[src/rtl/gradient_solve.sv]
`timescale 1ns/1ps
`default_nettype none
// ============================================================================
// Module   : gradient_solve
// Purpose  : Normalised position of val_in inside [min_val, max_val] as an
//            unsigned Q.14 fraction, clamped to [0,1]. The fraction comes
//            from a 14-step restoring divider.
// Revision : 1.0  initial release
// ============================================================================
module gradient_solve (
  input  logic        clk,
  input  logic        reset,
  input  logic        start,
  input  logic [15:0] min_val,
  input  logic [15:0] max_val,
  input  logic [15:0] val_in,
  output logic        busy,
  output logic        done,
  output logic [15:0] gradient
);

  typedef enum logic [2:0] {
    IDLE   = 3'd0,
    SETUP  = 3'd1,
    DIV    = 3'd2,
    FINISH = 3'd3,
    HOLD   = 3'd4
  } state_t;

  localparam logic [15:0] GRAD_ZERO    = 16'h0000;
  localparam logic [15:0] GRAD_ONE     = 16'h4000;
  localparam logic [3:0]  DIV_LAST_CNT = 4'd13;

  state_t             state;
  logic signed [16:0] num;
  logic signed [16:0] den;
  logic        [17:0] rem;
  logic        [13:0] quot;
  logic        [3:0]  cnt;
  logic        [15:0] result;

  logic signed [16:0] num_n;
  logic signed [16:0] den_n;
  logic        [17:0] rem_sh;
  logic        [17:0] den_ext;
  logic               sub_ok;
  logic        [17:0] rem_nx;
  logic        [13:0] quot_nx;

  // Sign-normalise the captured operands so the divisor is never negative.
  always_comb begin
    num_n = num;
    den_n = den;
    if (den[16]) begin
      num_n = -num;
      den_n = -den;
    end
  end

  // One restoring-division step. After SETUP den holds the positive
  // divisor and rem < den, so the doubled remainder always fits 18 bits.
  always_comb begin
    rem_sh  = rem << 1;
    den_ext = {1'b0, den};
    sub_ok  = (rem_sh >= den_ext);
    rem_nx  = sub_ok ? (rem_sh - den_ext) : rem_sh;
    quot_nx = (quot << 1) | {13'd0, sub_ok};
  end

  // Control FSM plus datapath registers and registered outputs.
  always_ff @(posedge clk) begin
    if (!reset) begin
      state    <= IDLE;
      num      <= '0;
      den      <= '0;
      rem      <= '0;
      quot     <= '0;
      cnt      <= '0;
      result   <= GRAD_ZERO;
      busy     <= 1'b0;
      done     <= 1'b0;
      gradient <= GRAD_ZERO;
    end else begin
      case (state)
        IDLE: begin
          if (start) begin
            num   <= $signed({val_in[15], val_in}) - $signed({min_val[15], min_val});
            den   <= $signed({max_val[15], max_val}) - $signed({min_val[15], min_val});
            busy  <= 1'b1;
            state <= SETUP;
          end
        end

        SETUP: begin
          if (den_n == 17'sd0) begin
            result <= GRAD_ZERO;
            state  <= FINISH;
          end else if (num_n <= 17'sd0) begin
            result <= GRAD_ZERO;
            state  <= FINISH;
          end else if (num_n >= den_n) begin
            result <= GRAD_ONE;
            state  <= FINISH;
          end else begin
            rem   <= {1'b0, num_n};
            den   <= den_n;
            quot  <= '0;
            cnt   <= DIV_LAST_CNT;
            state <= DIV;
          end
        end

        DIV: begin
          rem  <= rem_nx;
          quot <= quot_nx;
          if (cnt == 4'd0) begin
            result <= {2'b00, quot_nx};
            state  <= FINISH;
          end else begin
            cnt <= cnt - 4'd1;
          end
        end

        FINISH: begin
          gradient <= result;
          done     <= 1'b1;
          busy     <= 1'b0;
          state    <= HOLD;
        end

        HOLD: begin
          // A new request needs start to drop first, so a held start
          // never re-triggers.
          if (!start) begin
            done  <= 1'b0;
            state <= IDLE;
          end
        end

        default: begin
          state <= IDLE;
          busy  <= 1'b0;
          done  <= 1'b0;
        end
      endcase
    end
  end

endmodule
`default_nettype wire

[config.mk]
export PLATFORM = sky130hd
export DESIGN_NAME = gradient_solve
export DESIGN_NICKNAME = d
export VERILOG_FILES = /design/src/rtl/gradient_solve.sv
export SDC_FILE = /design/constraint.sdc
export NUM_CORES = 1
export LEC_CHECK = 0
export BUFFER_PORTS_ARGS = -buffer_cell sky130_fd_sc_hd__buf_4
export CORE_ASPECT_RATIO = 1.25
export CORE_MARGIN = 4
export CORE_UTILIZATION = 55
export CTS_CLUSTER_DIAMETER = 30
export DETAILED_ROUTE_END_ITERATION = 8
export GPL_ROUTABILITY_DRIVEN = 0
export PLACE_DENSITY = 0.83
export SLEW_MARGIN = 20
export SYNTH_ARGS = -nofsm -noshare
export SYNTH_HDL_FRONTEND = slang
export SYNTH_SLANG_ARGS = --single-unit
[constraint.sdc]
create_clock -name clk -period 4.4 [get_ports clk]
set_clock_uncertainty 0.05 [all_clocks]
set_input_delay 0.88 -clock clk [delete_from_list [all_inputs] [get_ports clk]]
set_output_delay 0.88 -clock clk [all_outputs]
set_load 0.01 [all_outputs]
==> qor.yml <==
status:
  run_status: "completed"
yosys:
  yosysUniqueCellTypes: 67
  synthCells: 1002
  seq_area_frac_synth: 0.266
  synth_edf_count: 0
  yosys_warnings: 0
  synth_top_cells_by_area: "dfxtp_1, ha_1, nand2_1"
  async_flop_share: 0
  synth_commonest_cells: "nand2_1, dfxtp_1, a21oi_1"
  syn-mean-instance-area_um2: 7.73
  synth.largest_area_cell: "dfxtp_1"
  synth_top_area_share: 0.266
  netlist_area_um2: 7740
  ys_ff_latch: 103
  syn_nets: 1124
  synth_flop_cell: "dfxtp_1"
  post-synth-top-count-cell: "nand2_1"
timing:
  fin_crit_ns: 4.30
  slew_viol_final: 0
  max_freq_ghz: 0.232
  setup_ws_ns: 0.0958
  relSlewSlack: 0.311
  setup_viol: 0
  finalHoldViolations: 0
  tns_ns: 0
  post-route-period-util: 0.978
  worst_pin_slew_ns: 1.03
drt:
  drc: 0
  drt-pass1-iter-count: 6
  vias_per_cell: 6.17
  drt-wirelength-per-cell_um: 17.3
  vias: 7687
  first_iter_violations: 676
  ant_nets: 0
  drt_wl_total_mm: 21.5
layout:
  utilization: 0.650
  fin_cells: 1245
  areaGrowthSynthToFinish_pct: 16.0
  final_layout_size_suffix_gt1_frac: 0.154
  nNetsFinal: 1187
  fin_area_um2: 8980
  diodes: 0
worst_setup_path:
  crit_type: "flop to flop"
  critical_path.max_fanout: 13
  rr_worst_depth: 18
  r2r_start: "den[0]$_SDFFE_PN0P_"
  crit_path_end_kind: "flop"
  r2r_slack_ns: 0.1
  cp-start-kind: "flop"
  crit_arrival_ns: 4.48
  worst_r2r_endpoint: "den[8]$_SDFFE_PN0P_"
  cp.required_ns: 4.58
place:
  dp_hpwl_mm: 15.9
  pre_cts_ws_ns: 0.0893
  port_buffers: 67
  placedCellCount: 1223
  place_area_um2: 8500
worst_hold_path:
  hold_class: "flop to flop"
  whs_endpoint: "gradient[5]$_SDFFE_PN0P_"
  worstHoldStart: "gradient[5]$_SDFFE_PN0P_"
  hold_depth: 2
pwr:
  power-per-cell-area_nw_per_um2: 801
  vdd_drop_max_v: 0.000476
  p_leak_nw: 3.76
grt:
  grt_overflow: 0
  grt_antenna_before_repair: 0
  use_met2: 0.448
  grt_usage: 0.255
  grt_start_max_net_pins: 40
  grt_use_met3: 0.0348
  grt_pass1_vias: 7147
  grt.busiest_layer: "met2"
  grt_pass1_wl_mm: 33.9
  grt_util_met1: 0.298
clock_tree:
  cts_hold_buf: 0
  clk_pin_slew_ns: 0.07
  cts_buffers: 9
  cts_tree: "done"
  cts-root-buf: "clkbuf_16"
  clock_latency_ns: 0.35
  clkSinkCount: 103
  cts_buffer_depth: 2
  htreeDepth: 3
die:
  die_area_um2: 16100
  start_util: 0.561
  fp.dieW_um: 114
  rows: 48
  ios: 69
  chipHeight_um: 141
  coreArea_um2: 13800
job:
  cap_viol_max_count: 0
## cell type report
cell class                      instances  area [µm²]
Fill cell                            1160        4830
Timing Repair Buffer                  105         852
Multi-Input combinational cell        791        5340
Clock inverter                          6        61.3
Tap cell                              175         219
Sequential cell                       103        2060
Inverter                               55         206
Clock buffer                           10         239
## report_power, final
part / switching, mW / internal (mW) / leakage (nW)
Clock: 0.392 / 0.414 / 0.144
Sequential: 0.230 / 1.13 / 0.839
Combinational: 2.91 / 2.12 / 2.78
## worst max path at each step
stage / end / cells past startpoint / slack, ns / startpoint
after floorplan: den[14]$_SDFFE_PN0P_ / 18 / 0.39 / den[0]$_SDFFE_PN0P_
after global placement: den[12]$_SDFFE_PN0P_ / 17 / 0.25 / den[1]$_SDFFE_PN0P_
after detailed placement: den[12]$_SDFFE_PN0P_ / 17 / 0.09 / den[1]$_SDFFE_PN0P_
after CTS: den[12]$_SDFFE_PN0P_ / 17 / 0.04 / den[1]$_SDFFE_PN0P_
after global routing: den[16]$_SDFFE_PN0P_ / 18 / -0.05 / den[0]$_SDFFE_PN0P_
final: den[8]$_SDFFE_PN0P_ / 18 / 0.1 / den[0]$_SDFFE_PN0P_
## timing repair
action,CTS,global route
endpoints found under the setup margin,0,62
setup buffers,0,4
gates resized for setup,0,20
## routing by layer
metal,part of all wire,wire [µm]
met5,0,0
met4,0.063,1360
met3,0.061,1320
met2,0.48,10400
met1,0.39,8410
## per-stage QoR
stage               hold WS, ns  power [mW]
floorplan                 0.382        4.78
global placement          0.391        5.79
detailed placement        0.396        5.90
CTS                       0.407        6.73
global route              0.427        7.69
finish                    0.404        7.19
## sequential cells by signal, summed over array words and instances (netlist names)
signal,flops
quot,13
result,15
num,17
den,17
cnt,4
done,1
rem,17
gradient,15
state,3
busy,1
## logic make-up after synthesis
| kind of cell | count (synthesis) | synth area share |
|---|---|---|
| AO/OA/AOI/OAI | 303 | 0.268 |
| XOR/XNOR | 60 | 0.0679 |
| adder cells (fa/ha/maj) | 72 | 0.119 |
| buffers and inverters | 108 | 0.0572 |
| flip-flops | 103 | 0.266 |
| multiplexers | 9 | 0.0120 |
| other | 1 | 0.000484 |
| AND/OR/NAND/NOR | 346 | 0.210 |
## cells in the final DEF, fill, tap and decap left out, types with 24 or more instances in the layout
| cell | n |
|---|---|
| a21oi_1 | 87 |
| buf_4 | 100 |
| dfxtp_1 | 103 |
| ha_1 | 67 |
| inv_1 | 53 |
| nand2_1 | 126 |
| nor2_1 | 83 |
| nor3_1 | 24 |
| o21ai_0 | 54 |
| xnor2_1 | 46 |
## critical path: stages (launching register included)
cell	delay, ns
dfxtp_1	0.31
inv_1	0.08
ha_2	0.18
or4b_4	0.49
or2_4	0.28
o31ai_4	0.23
xnor2_2	0.14
ha_1	0.34
o21ai_0	0.17
nor2_1	0.09
a211oi_2	0.18
o21ai_1	0.11
maj3_2	0.35
a211o_4	0.39
o31ai_4	0.23
buf_6	0.17
buf_4	0.13
clkbuf_16	0.17
a311oi_2	0.08
No activity file was read; power rests on OpenSTA's default activity.
